===== src/rtl/blink_monitor_if.sv =====
// -----------------------------------------------------------------------------
// blink_monitor_if
//
// Bundles the monitored blink line, the fault-clear pulse and the status
// outputs of blink_monitor so the checker can be dropped next to a blinker
// with a single connection. clk and rst are kept as plain ports of the
// monitor itself.
//
// Parameters:
//   CBITS   blinker counter width; must match the blink_monitor instance
//
// Signals:
//   led      monitored blink line, synchronous to clk  (master -> slave)
//   clr      one-cycle pulse, clears a latched fault    (master -> slave)
//   edge_p   one-cycle pulse per detected led toggle    (slave -> master)
//   locked   blink verified in tolerance                (slave -> master)
//   fault    sticky, lock was lost                      (slave -> master)
//   period   last measured toggle interval, CBITS+1 b   (slave -> master)
//   err_cnt  saturating count of bad/timed-out intervals(slave -> master)
//
// Modports:
//   master  the side that owns the blink line and reads the status
//   slave   the monitor
// -----------------------------------------------------------------------------
interface blink_monitor_if #(
  parameter int CBITS = 14
);
  logic             led;
  logic             clr;
  logic             edge_p;
  logic             locked;
  logic             fault;
  logic [CBITS:0]   period;
  logic [7:0]       err_cnt;

  modport master (
    output led,
    output clr,
    input  edge_p,
    input  locked,
    input  fault,
    input  period,
    input  err_cnt
  );

  modport slave (
    input  led,
    input  clr,
    output edge_p,
    output locked,
    output fault,
    output period,
    output err_cnt
  );
endinterface : blink_monitor_if


===== src/rtl/blink_monitor.sv =====
// -----------------------------------------------------------------------------
// blink_monitor
//
// Receive-side checker for an LED blinker. It samples the free-running led
// line, detects every toggle, measures the number of clk cycles between
// consecutive toggles and compares that interval with the expected half
// period EXP = 2**CBITS (accepted window EXP-TOL .. EXP+TOL).
//
// After LOCK_N consecutive good intervals the monitor reports `locked`.
// A bad interval or a silent line (no toggle for EXP+TOL+1 cycles) while
// locked latches `fault` until `clr` is pulsed. Every bad or timed-out
// interval seen while acquiring or locked bumps a saturating error counter.
//
// Parameters:
//   CBITS   blinker counter width, EXP = 2**CBITS
//   TOL     accepted deviation in cycles, TOL < EXP
//   LOCK_N  consecutive good intervals needed for lock, 1..15
//
// Ports:
//   clk     clock
//   rst     synchronous active-high reset, overrides clr
//   mon     blink_monitor_if.slave:
//             led, clr in; edge_p, locked, fault, period, err_cnt out
//
// State machine:
//   IDLE    wait for a first toggle, no timeout
//   ACQ     count good intervals towards lock; timeout drops back to IDLE
//   LOCKED  blink verified; any bad interval or timeout -> FAULT
//   FAULT   sticky until clr; period and edge_p keep tracking the line
// -----------------------------------------------------------------------------
module blink_monitor #(
  parameter int CBITS  = 14,
  parameter int TOL    = 2,
  parameter int LOCK_N = 3
) (
  input  logic             clk,
  input  logic             rst,
  blink_monitor_if.slave   mon
);

  // ---------------------------------------------------------------------------
  // Derived constants, all sized to the interval counter width.
  // ---------------------------------------------------------------------------
  localparam int CW  = CBITS + 1;
  localparam int EXP = 2 ** CBITS;

  localparam logic [CW-1:0] INT_LO  = CW'(EXP - TOL);
  localparam logic [CW-1:0] INT_HI  = CW'(EXP + TOL);
  // First count at which a silent line is declared dead.
  localparam logic [CW-1:0] TMO_CNT = CW'(EXP + TOL + 1);
  localparam logic [CW-1:0] CNT_MAX = '1;
  localparam logic [CW-1:0] CNT_ONE = CW'(1);

  localparam logic [3:0]    LOCK_CNT = 4'(LOCK_N);
  localparam logic [7:0]    ERR_MAX  = 8'hFF;

  typedef enum logic [1:0] {
    IDLE   = 2'd0,
    ACQ    = 2'd1,
    LOCKED = 2'd2,
    FAULT  = 2'd3
  } state_e;

  // ---------------------------------------------------------------------------
  // Registers and their next-state values.
  // ---------------------------------------------------------------------------
  state_e          state_q,   state_d;
  logic            led_q;
  logic            edge_p_q,  edge_p_d;
  logic [CW-1:0]   cnt_q,     cnt_d;
  logic [3:0]      good_q,    good_d;
  logic [CW-1:0]   period_q,  period_d;
  logic [7:0]      err_cnt_q, err_cnt_d;

  // Combinational helpers.
  logic            toggle;
  logic            interval_ok;
  logic            timeout;
  logic            err_inc;
  logic [3:0]      good_inc;

  // ---------------------------------------------------------------------------
  // Edge detect and interval classification.
  //
  // cnt_q holds the number of cycles since the previous toggle, so at a
  // toggle it is exactly the interval just completed. A toggle always
  // wins over the timeout because it restarts the count in the same cycle.
  // ---------------------------------------------------------------------------
  always_comb begin
    toggle      = mon.led ^ led_q;
    interval_ok = (cnt_q >= INT_LO) && (cnt_q <= INT_HI);
    timeout     = !toggle && (cnt_q == TMO_CNT);
    good_inc    = good_q + 4'd1;
  end

  // ---------------------------------------------------------------------------
  // Interval counter: restart at 1 on a toggle, otherwise count up and stick
  // at all-ones so a long-dead line cannot wrap back into the good window.
  // ---------------------------------------------------------------------------
  always_comb begin
    edge_p_d = toggle;
    if (toggle) begin
      cnt_d = CNT_ONE;
    end else if (cnt_q == CNT_MAX) begin
      cnt_d = cnt_q;
    end else begin
      cnt_d = cnt_q + CNT_ONE;
    end
  end

  // ---------------------------------------------------------------------------
  // Lock state machine.
  // ---------------------------------------------------------------------------
  always_comb begin
    // NOTE: every signal driven here gets a default before the case
    // statement; a path that leaves one unassigned would infer a latch.
    state_d  = state_q;
    good_d   = good_q;
    period_d = period_q;
    err_inc  = 1'b0;

    unique case (state_q)
      IDLE: begin
        if (toggle) begin
          state_d = ACQ;
          good_d  = 4'd0;
        end
      end

      ACQ: begin
        if (toggle) begin
          period_d = cnt_q;
          if (interval_ok) begin
            good_d = good_inc;
            if (good_inc == LOCK_CNT) begin
              state_d = LOCKED;
            end
          end else begin
            good_d  = 4'd0;
            err_inc = 1'b1;
          end
        end else if (timeout) begin
          // The line went quiet before lock: start acquisition over.
          good_d  = 4'd0;
          err_inc = 1'b1;
          state_d = IDLE;
        end
      end

      LOCKED: begin
        if (toggle) begin
          period_d = cnt_q;
          if (!interval_ok) begin
            err_inc = 1'b1;
            state_d = FAULT;
          end
        end else if (timeout) begin
          err_inc = 1'b1;
          state_d = FAULT;
        end
      end

      FAULT: begin
        // The fault stays latched, but the line is still measured so the
        // status display shows what the blinker is actually doing.
        if (toggle) begin
          period_d = cnt_q;
        end
        if (mon.clr) begin
          state_d = IDLE;
        end
      end

      default: begin
        state_d = IDLE;
      end
    endcase
  end

  // Error counter saturates so a long-running bad blinker stays visible.
  always_comb begin
    if (err_inc && (err_cnt_q != ERR_MAX)) begin
      err_cnt_d = err_cnt_q + 8'd1;
    end else begin
      err_cnt_d = err_cnt_q;
    end
  end

  // ---------------------------------------------------------------------------
  // State registers.
  //
  // led_q reloads the live line value during reset so that releasing reset
  // never produces a spurious toggle.
  // ---------------------------------------------------------------------------
  always_ff @(posedge clk) begin
    // NOTE: sequential state uses non-blocking assignments only, so every
    // flop samples the values from before this clock edge.
    if (rst) begin
      state_q   <= IDLE;
      led_q     <= mon.led;
      edge_p_q  <= 1'b0;
      cnt_q     <= '0;
      good_q    <= 4'd0;
      period_q  <= '0;
      err_cnt_q <= 8'd0;
    end else begin
      state_q   <= state_d;
      led_q     <= mon.led;
      edge_p_q  <= edge_p_d;
      cnt_q     <= cnt_d;
      good_q    <= good_d;
      period_q  <= period_d;
      err_cnt_q <= err_cnt_d;
    end
  end

  // ---------------------------------------------------------------------------
  // Outputs. locked and fault decode the registered state, so they can never
  // be high together and carry no combinational path from the inputs.
  // ---------------------------------------------------------------------------
  assign mon.edge_p  = edge_p_q;
  assign mon.locked  = (state_q == LOCKED);
  assign mon.fault   = (state_q == FAULT);
  assign mon.period  = period_q;
  assign mon.err_cnt = err_cnt_q;

endmodule : blink_monitor


===== src/flat_wrapper.sv =====
// flat-port wrapper written by rule: the top's interface ports become plain ports
module blink_monitor_flat 
#(
  parameter int CBITS  = 14,
  parameter int TOL    = 2,
  parameter int LOCK_N = 3
)
  (clk, rst, mon_led, mon_clr, mon_edge_p, mon_locked, mon_fault, mon_period, mon_err_cnt);
  blink_monitor_if #(.CBITS(CBITS)) mon_i ();
  input  logic clk;
  input  logic rst;
  input wire logic [$bits(mon_i.led)-1:0] mon_led;
  input wire logic [$bits(mon_i.clr)-1:0] mon_clr;
  output wire logic [$bits(mon_i.edge_p)-1:0] mon_edge_p;
  output wire logic [$bits(mon_i.locked)-1:0] mon_locked;
  output wire logic [$bits(mon_i.fault)-1:0] mon_fault;
  output wire logic [$bits(mon_i.period)-1:0] mon_period;
  output wire logic [$bits(mon_i.err_cnt)-1:0] mon_err_cnt;
  assign mon_i.led = mon_led;
  assign mon_i.clr = mon_clr;
  assign mon_edge_p = mon_i.edge_p;
  assign mon_locked = mon_i.locked;
  assign mon_fault = mon_i.fault;
  assign mon_period = mon_i.period;
  assign mon_err_cnt = mon_i.err_cnt;
  blink_monitor #(.CBITS(CBITS), .TOL(TOL), .LOCK_N(LOCK_N)) u_core (.clk(clk), .rst(rst), .mon(mon_i));
endmodule

===== config.mk =====
export PLATFORM = sky130hd
export DESIGN_NAME = blink_monitor_flat
export DESIGN_NICKNAME = d
export VERILOG_FILES = /design/src/rtl/blink_monitor_if.sv /design/src/rtl/blink_monitor.sv /design/src/flat_wrapper.sv
export SDC_FILE = /design/constraint.sdc
export NUM_CORES = 1
export LEC_CHECK = 0
export CORE_MARGIN = 2
export CORE_UTILIZATION = 40
export DETAILED_ROUTE_END_ITERATION = 10
export PLACE_DENSITY = 0.57
export SLEW_MARGIN = 20
export SYNTH_ARGS = -nofsm -noshare
export SYNTH_HDL_FRONTEND = slang
export SYNTH_SLANG_ARGS = --single-unit

===== constraint.sdc =====
create_clock -name clk -period 3.1 [get_ports clk]
set_clock_uncertainty 0.2 [all_clocks]
set_input_delay 0.62 -clock clk [delete_from_list [all_inputs] [get_ports clk]]
set_output_delay 0.62 -clock clk [all_outputs]
set_load 0.01 [all_outputs]

Word level (Yosys, flattened, before mapping)

Index checks and enable logic that the tools add are counted.

Register bits: 46
Latch bits: 0
RAM bits: 0
Memory bits (read-only): 0
Input port bits: 4
Output and inout port bits: 26
Word-level logic and storage cells: 62
Memories kept: 0

$add $sub $neg: 3
$mul: 0
Divide/modulo/power cells: 0
$lt $le $gt $ge: 2
Equality and inequality tests: 15
Shifts and indexed selects: 0
Mux-type cells: 21
Bitwise gates (word level): 1
Reduce and logical (&&, ||, !) cells: 12

Operators with widths:

| cell                                                                    | count |
|---|---|
| 15-bit equality test, second input constant                             | 2 |
| 2-bit 2-to-1 mux                                                        | 9 |
| 4-bit 2-to-1 mux                                                        | 4 |
| 15-bit by 1-bit adder with 15-bit output, second input constant         | 1 |
| 15-bit by 14-bit >= comparator with 1-bit output, second input constant | 1 |
| 15-bit <= comparator, second input constant                             | 1 |
| 3-bit inequality test, second input constant                            | 3 |
| 8-bit by 1-bit adder with 8-bit output, second input constant           | 1 |
| 8-bit inequality test, second input constant                            | 1 |
| 2-bit one-hot mux with 4 select lines                                   | 1 |
| 4-bit one-hot mux with 2 select lines                                   | 1 |
| 7-bit AND reduction                                                     | 1 |
| 1-bit 2-to-1 mux                                                        | 6 |
| 3-bit by 1-bit inequality test with 1-bit output, second input constant | 2 |
| 4-bit by 1-bit adder with 4-bit output, second input constant           | 1 |
| 2-bit equality test, second input constant                              | 2 |
| 4-bit by 2-bit equality test with 1-bit output, second input constant   | 1 |
| 2-bit by 1-bit inequality test with 1-bit output, second input constant | 2 |
| 2-bit OR reduction                                                      | 2 |
| 1-bit logical AND                                                       | 3 |
| 3-bit AND reduction                                                     | 1 |
| 3-bit OR reduction                                                      | 1 |
| 2-bit by 1-bit equality test with 1-bit output, second input constant   | 1 |
| 2-bit logical NOT                                                       | 1 |
| 5 further kinds                                                         | 5 |

Logic depth before layout (Yosys ltp)

Depth after elaboration: 7
Gate-level depth with buffers: 8
Gate-level depth less buffers: 8

Least setup slack after synthesis

OpenSTA, ideal clock, no wires.

Path kind: reg2reg
Start point: register u_core.cnt_q[1]
End point: register u_core.err_cnt_q[5], in the netlist u_core.mon.err_cnt[5]
Library setup time: 128 ps
Arrival: 1855 ps
Data required time: 2772 ps
Path slack: 917 ps
Stages on the path, launching flop included: 9
Path buffers: 1
Clock period less this slack: 2183 ps
Cells stage by stage: dfxtp_1 > ha_1 > nor3b_1 > nand4_1 > or2_0 > buf_4 > a2111oi_2 > xnor2_1 > nor2_1

Cells in the longest elaborated chain, start to end: 6
Elaborated cells on any way between the ends: 10
Classes of those cells: order compare: 2; eq/ne: 1; mux: 4; reduce/logical: 3

RTL lines:

| what                                                                     | line                                     | RTL |
|---|---|---|
| start, declared                                                          | blink_monitor.sv:70                      | `logic [CW-1:0] cnt_q, cnt_d;` |
| start signal, assigned                                                   | blink_monitor.sv:210                     | `cnt_q <= cnt_d;` |
| 15-bit by 14-bit >= comparator with 1-bit output (tied with other cells) | blink_monitor.sv:91                      | `interval_ok = (cnt_q >= INT_LO) && (cnt_q <= INT_HI);` |
| 1-bit logical AND (on tied branches)                                     | blink_monitor.sv:91, blink_monitor.sv:92 |  |
| 1-bit 2-to-1 mux (on tied branches)                                      | -                                        |  |
| 1-bit 2-to-1 mux *                                                       | blink_monitor.sv:151                     | `if (toggle) begin` |
| 1-bit 2-to-1 mux *                                                       | -                                        |  |
| 1-bit logical AND *                                                      | blink_monitor.sv:182                     | `if (err_inc && (err_cnt_q != ERR_MAX)) begin` |
| end signal, assigned                                                     | blink_monitor.sv:213                     | `err_cnt_q <= err_cnt_d;` |
| end, declared                                                            | blink_monitor.sv:73                      | `logic [7:0] err_cnt_q, err_cnt_d;` |

Every way passes the cells marked *; elsewhere a longest branch is shown, timed or not.
A chain may end at the register's enable or synchronous reset.

==> summary.txt <==
Logic synthesis
  – Number of synthesized flops with an enable pin: 0
  – Synth top area cells: dfxtp_1 42%, nand2_1 6.8%, ha_1 5.7%
  – Yosys top cell area share: about two fifths
  – Register area share after synthesis: 41.61%
  – Largest family of logic cells by synthesized area: simple AND/OR/NAND/NOR gates
  – Synthesized area: roughly 2200 um2
  – Number of synthesized register bits: 46
  – Post-synthesis mux area share: 0.4522%
  – Primary FF master, synth: dfxtp_1
  – Synth Net Count: 274
  – Count of cell types in the netlist: 44
  – Post-synthesis compound-gate area fraction: 14.58%
  – Post-synthesis simple-gate area fraction: 26.34%
  – Fraction of registers with async set/reset: 0%
  – Post-Syn Instances: 260
  – Adder-cell share of the synthesized area: 5.653%
  – Post-Synth XOR/XNOR Area: between 7 and 8%
  – Post-synth top area cell: dfxtp_1
  – Post-synthesis area per instance: between 8 and 9 um2
  – Synthesis Warnings: 0

Floorplanning
  – Number of top-level pins: 30
  – Initial Util: roughly two fifths
  – Die Span X: ~78 um
  – Core area: 5439 um2
  – Die Area: 6144 um2
  – DIE HEIGHT: roughly 78 um
  – Rows: 27

Place
  – Area after DPL: 2581 um2
  – Gpl congestion: between 0.8 and 0.9
  – Buffers on Ports: 29
  – Post-DP HPWL: 3327 um
  – Setup WS pre-CTS: 0.08254 ns

Worst setup path
  – WP data required: 3.13 ns
  – Path type of the worst setup path: input pin to flop
  – CP Launch Type: input pin
  – Crit path arrival time: 2.72 ns
  – Delay-heaviest family, CP: simple AND/OR/NAND/NOR gates
  – CP max FO: 9
  – Chain of cells forming the critical path: clkdlybuf4s50_1, xor2_1, or2_0, nand3_1, a31o_2, a21oi_1
  – Slowest cell on the critical path: or2_0
  – Buf/Inv on CP: 1
  – CP endpoint kind: flop
  – Slowest stage delay, CP: 0.58 ns

Route
  – Routed vias/inst: around 5.2
  – Final ANT Viol Nets: 0
  – DRC violations left: 0
  – Routed len/inst: about 13 um
  – DRT Pass-1 Iters: 4
  – Via count: 1,874
  – Initial DRC Count: 58
  – Routed WL: 4674 um

STA
  – Setup_tns: 0 ns
  – RSZ-0062 raised after global routing: false
  – Final worst path period share: 86.93%
  – Hold Fails Final Rpt: 0
  – Fmax: 371.1 MHz
  – Final Max Tran Viols: 0
  – Endpoints failing setup: 0
  – Worst Tran Pin Value: 0.6506 ns
  – Max transition margin: 56.63%
  – Worst Slack Setup Final: 0.4051 ns
  – Hold slack: 0.2563 ns
  – Tmin final: around 2.7 ns

Power
  – Pwr/cell area: 453.3 nW/um2
  – Leakage Power: 0.8720 nW
  – Worst IR drop on VDD: roughly 0.26 mV

Clock network
  – Post-cts resize count: 0
  – Clock-pin slew on the worst setup and hold paths: ~0.08 ns
  – Root Driver: clkbuf_8
  – H-tree Lvls: 2
  – Post-CTS setup buffers: 0
  – Clk buf depth: 2
  – Skew-Pair Late Insertion Delay: 0.30 ns
  – CTS tree: done
  – Total clock sinks: 46
  – CTS Hold Bufs: 0
  – Num CTS Buffers: 5

Finish
  – NumNets Final: 304
  – Layout cells sized above 1: 7.560%
  – Diode count: 0
  – P&R area growth vs syn: 20.52%
  – Finished Cell Area: 2668 um2

Hold path
  – Min-Delay Path Class: flop to flop

GRT
  – Initial antenna violation count: 0
  – Largest net degree at the start of global routing: 32
  – Number of global-route vias before repair: 1,734
  – GR Overflow Total: 0
  – First-pass GRT wire length: 8114 um
  – GRT Resource Usage Total: 16.18%

Job
  – Maxcap violations: 0

Run status
  – Status: finished, final reports clean
==> power by group <==
group          internal, W  switching [W]  leakage (nW)  total (W)
logic            0.0000793       0.000137         0.455   0.000217
registers         0.000607      0.0000194         0.372   0.000626
clock network     0.000159       0.000207        0.0452   0.000366
total             0.000846       0.000363         0.872    0.00121
==> worst paths after layout <==
path | from | to | slack, ns | depth (start not counted)
setup / recovery | mon_led | flop | 0.41 | 6
hold / removal | u_core.mon.period[0] | u_core.mon.period[0] | 0.26 | 2
setup reg to reg | u_core.cnt_q[1] | u_core.mon.err_cnt[7] | 0.46 | 7
hold reg to reg | u_core.mon.period[0] | u_core.mon.period[0] | 0.26 | 2
==> layout by cell type (no fill, tap or decap), types with 2 or more instances in the layout <==
cell,synthesis,final
nand2b_1,2,2
and4_1,2,2
nor3_1,4,4
inv_1,7,7
xor2_1,10,10
ha_1,10,10
nor2_1,28,28
nand3b_1,3,3
and3_1,3,3
a31oi_1,2,2
clkbuf_8,0,5
and2_1,2,2
buf_4,1,5
a21oi_1,24,24
a2111oi_2,2,2
nand4_1,9,9
a211oi_1,7,7
nand3_1,10,10
clkdlybuf4s50_1,0,29
nand2_1,40,40
nor4_1,2,2
dfxtp_1,46,46
xnor2_1,10,10
o21ai_0,6,6
==> area by class of cell <==
type                       count  area [um2]
fill                         544        2771
inverter                       7       26.28
tap                           72       90.09
clock inverter                 2       13.76
clock buffer                   6       72.57
multi-input combinational    196        1216
sequential                    46       920.9
timing repair buffer          34       327.8
==> kinds of logic (layout without fill, tap and decap cells) <==
logic type | count (synthesis) | count (layout)
simple gates | 116 | 116
mux | 1 | 1
fa+ha+maj | 10 | 10
flops | 46 | 46
xor+xnor | 20 | 20
buf+inv | 18 | 49
compound gates | 49 | 49
==> cell usage after synthesis, types with 6 or more instances <==
cell and number:
a211oi_1 7, a21oi_1 24, clkbuf_1 6, dfxtp_1 46, ha_1 10, inv_1 7, nand2_1 40, nand3_1 10
nand4_1 9, nor2_1 28, o21ai_0 6, xnor2_1 10, xor2_1 10
==> flip-flops by register name (all words and copies together) (netlist names), named ones only <==
name,flops
u_core.cnt_q,15
u_core.mon.edge_p,1
u_core.mon.period,15
u_core.led_q,1
u_core.state_q,1
u_core.mon.err_cnt,8
u_core.good_q,4
==> through the flow <==
| step | util, % | power, W | std cells |
|---|---|---|---|
| floorplan | - | 0.0007878 | 260 |
| finish | 49.05 | 0.001209 | 363 |
| global placement | 47.46 | 0.0008540 | 355 |
| CTS | 49.05 | 0.001224 | 363 |
| global route | 49.05 | 0.001275 | 363 |
| detailed placement | 47.46 | 0.0008561 | 355 |
==> routing by layer <==
layer / routed length [um] / global-route usage, % / up-vias
met5: 0 / 0 / -
met4: 46 / 4.737 / 0
met3: 142 / 3.563 / 5
met2: 2040 / 25.00 / 35
met1: 2445 / 22.65 / 865
li1: - / - / 969
==> worst reg2reg max path, stage by stage (launching register included) <==
cell and delay, ns:
dfxtp_1 0.46, ha_1 0.31, nor3b_1 0.21, nand4_1 0.16, or2_0 0.46, a2111oi_2 0.50
xnor2_1 0.17, nor2_1 0.05
Power figures use the tool's default switching activity.
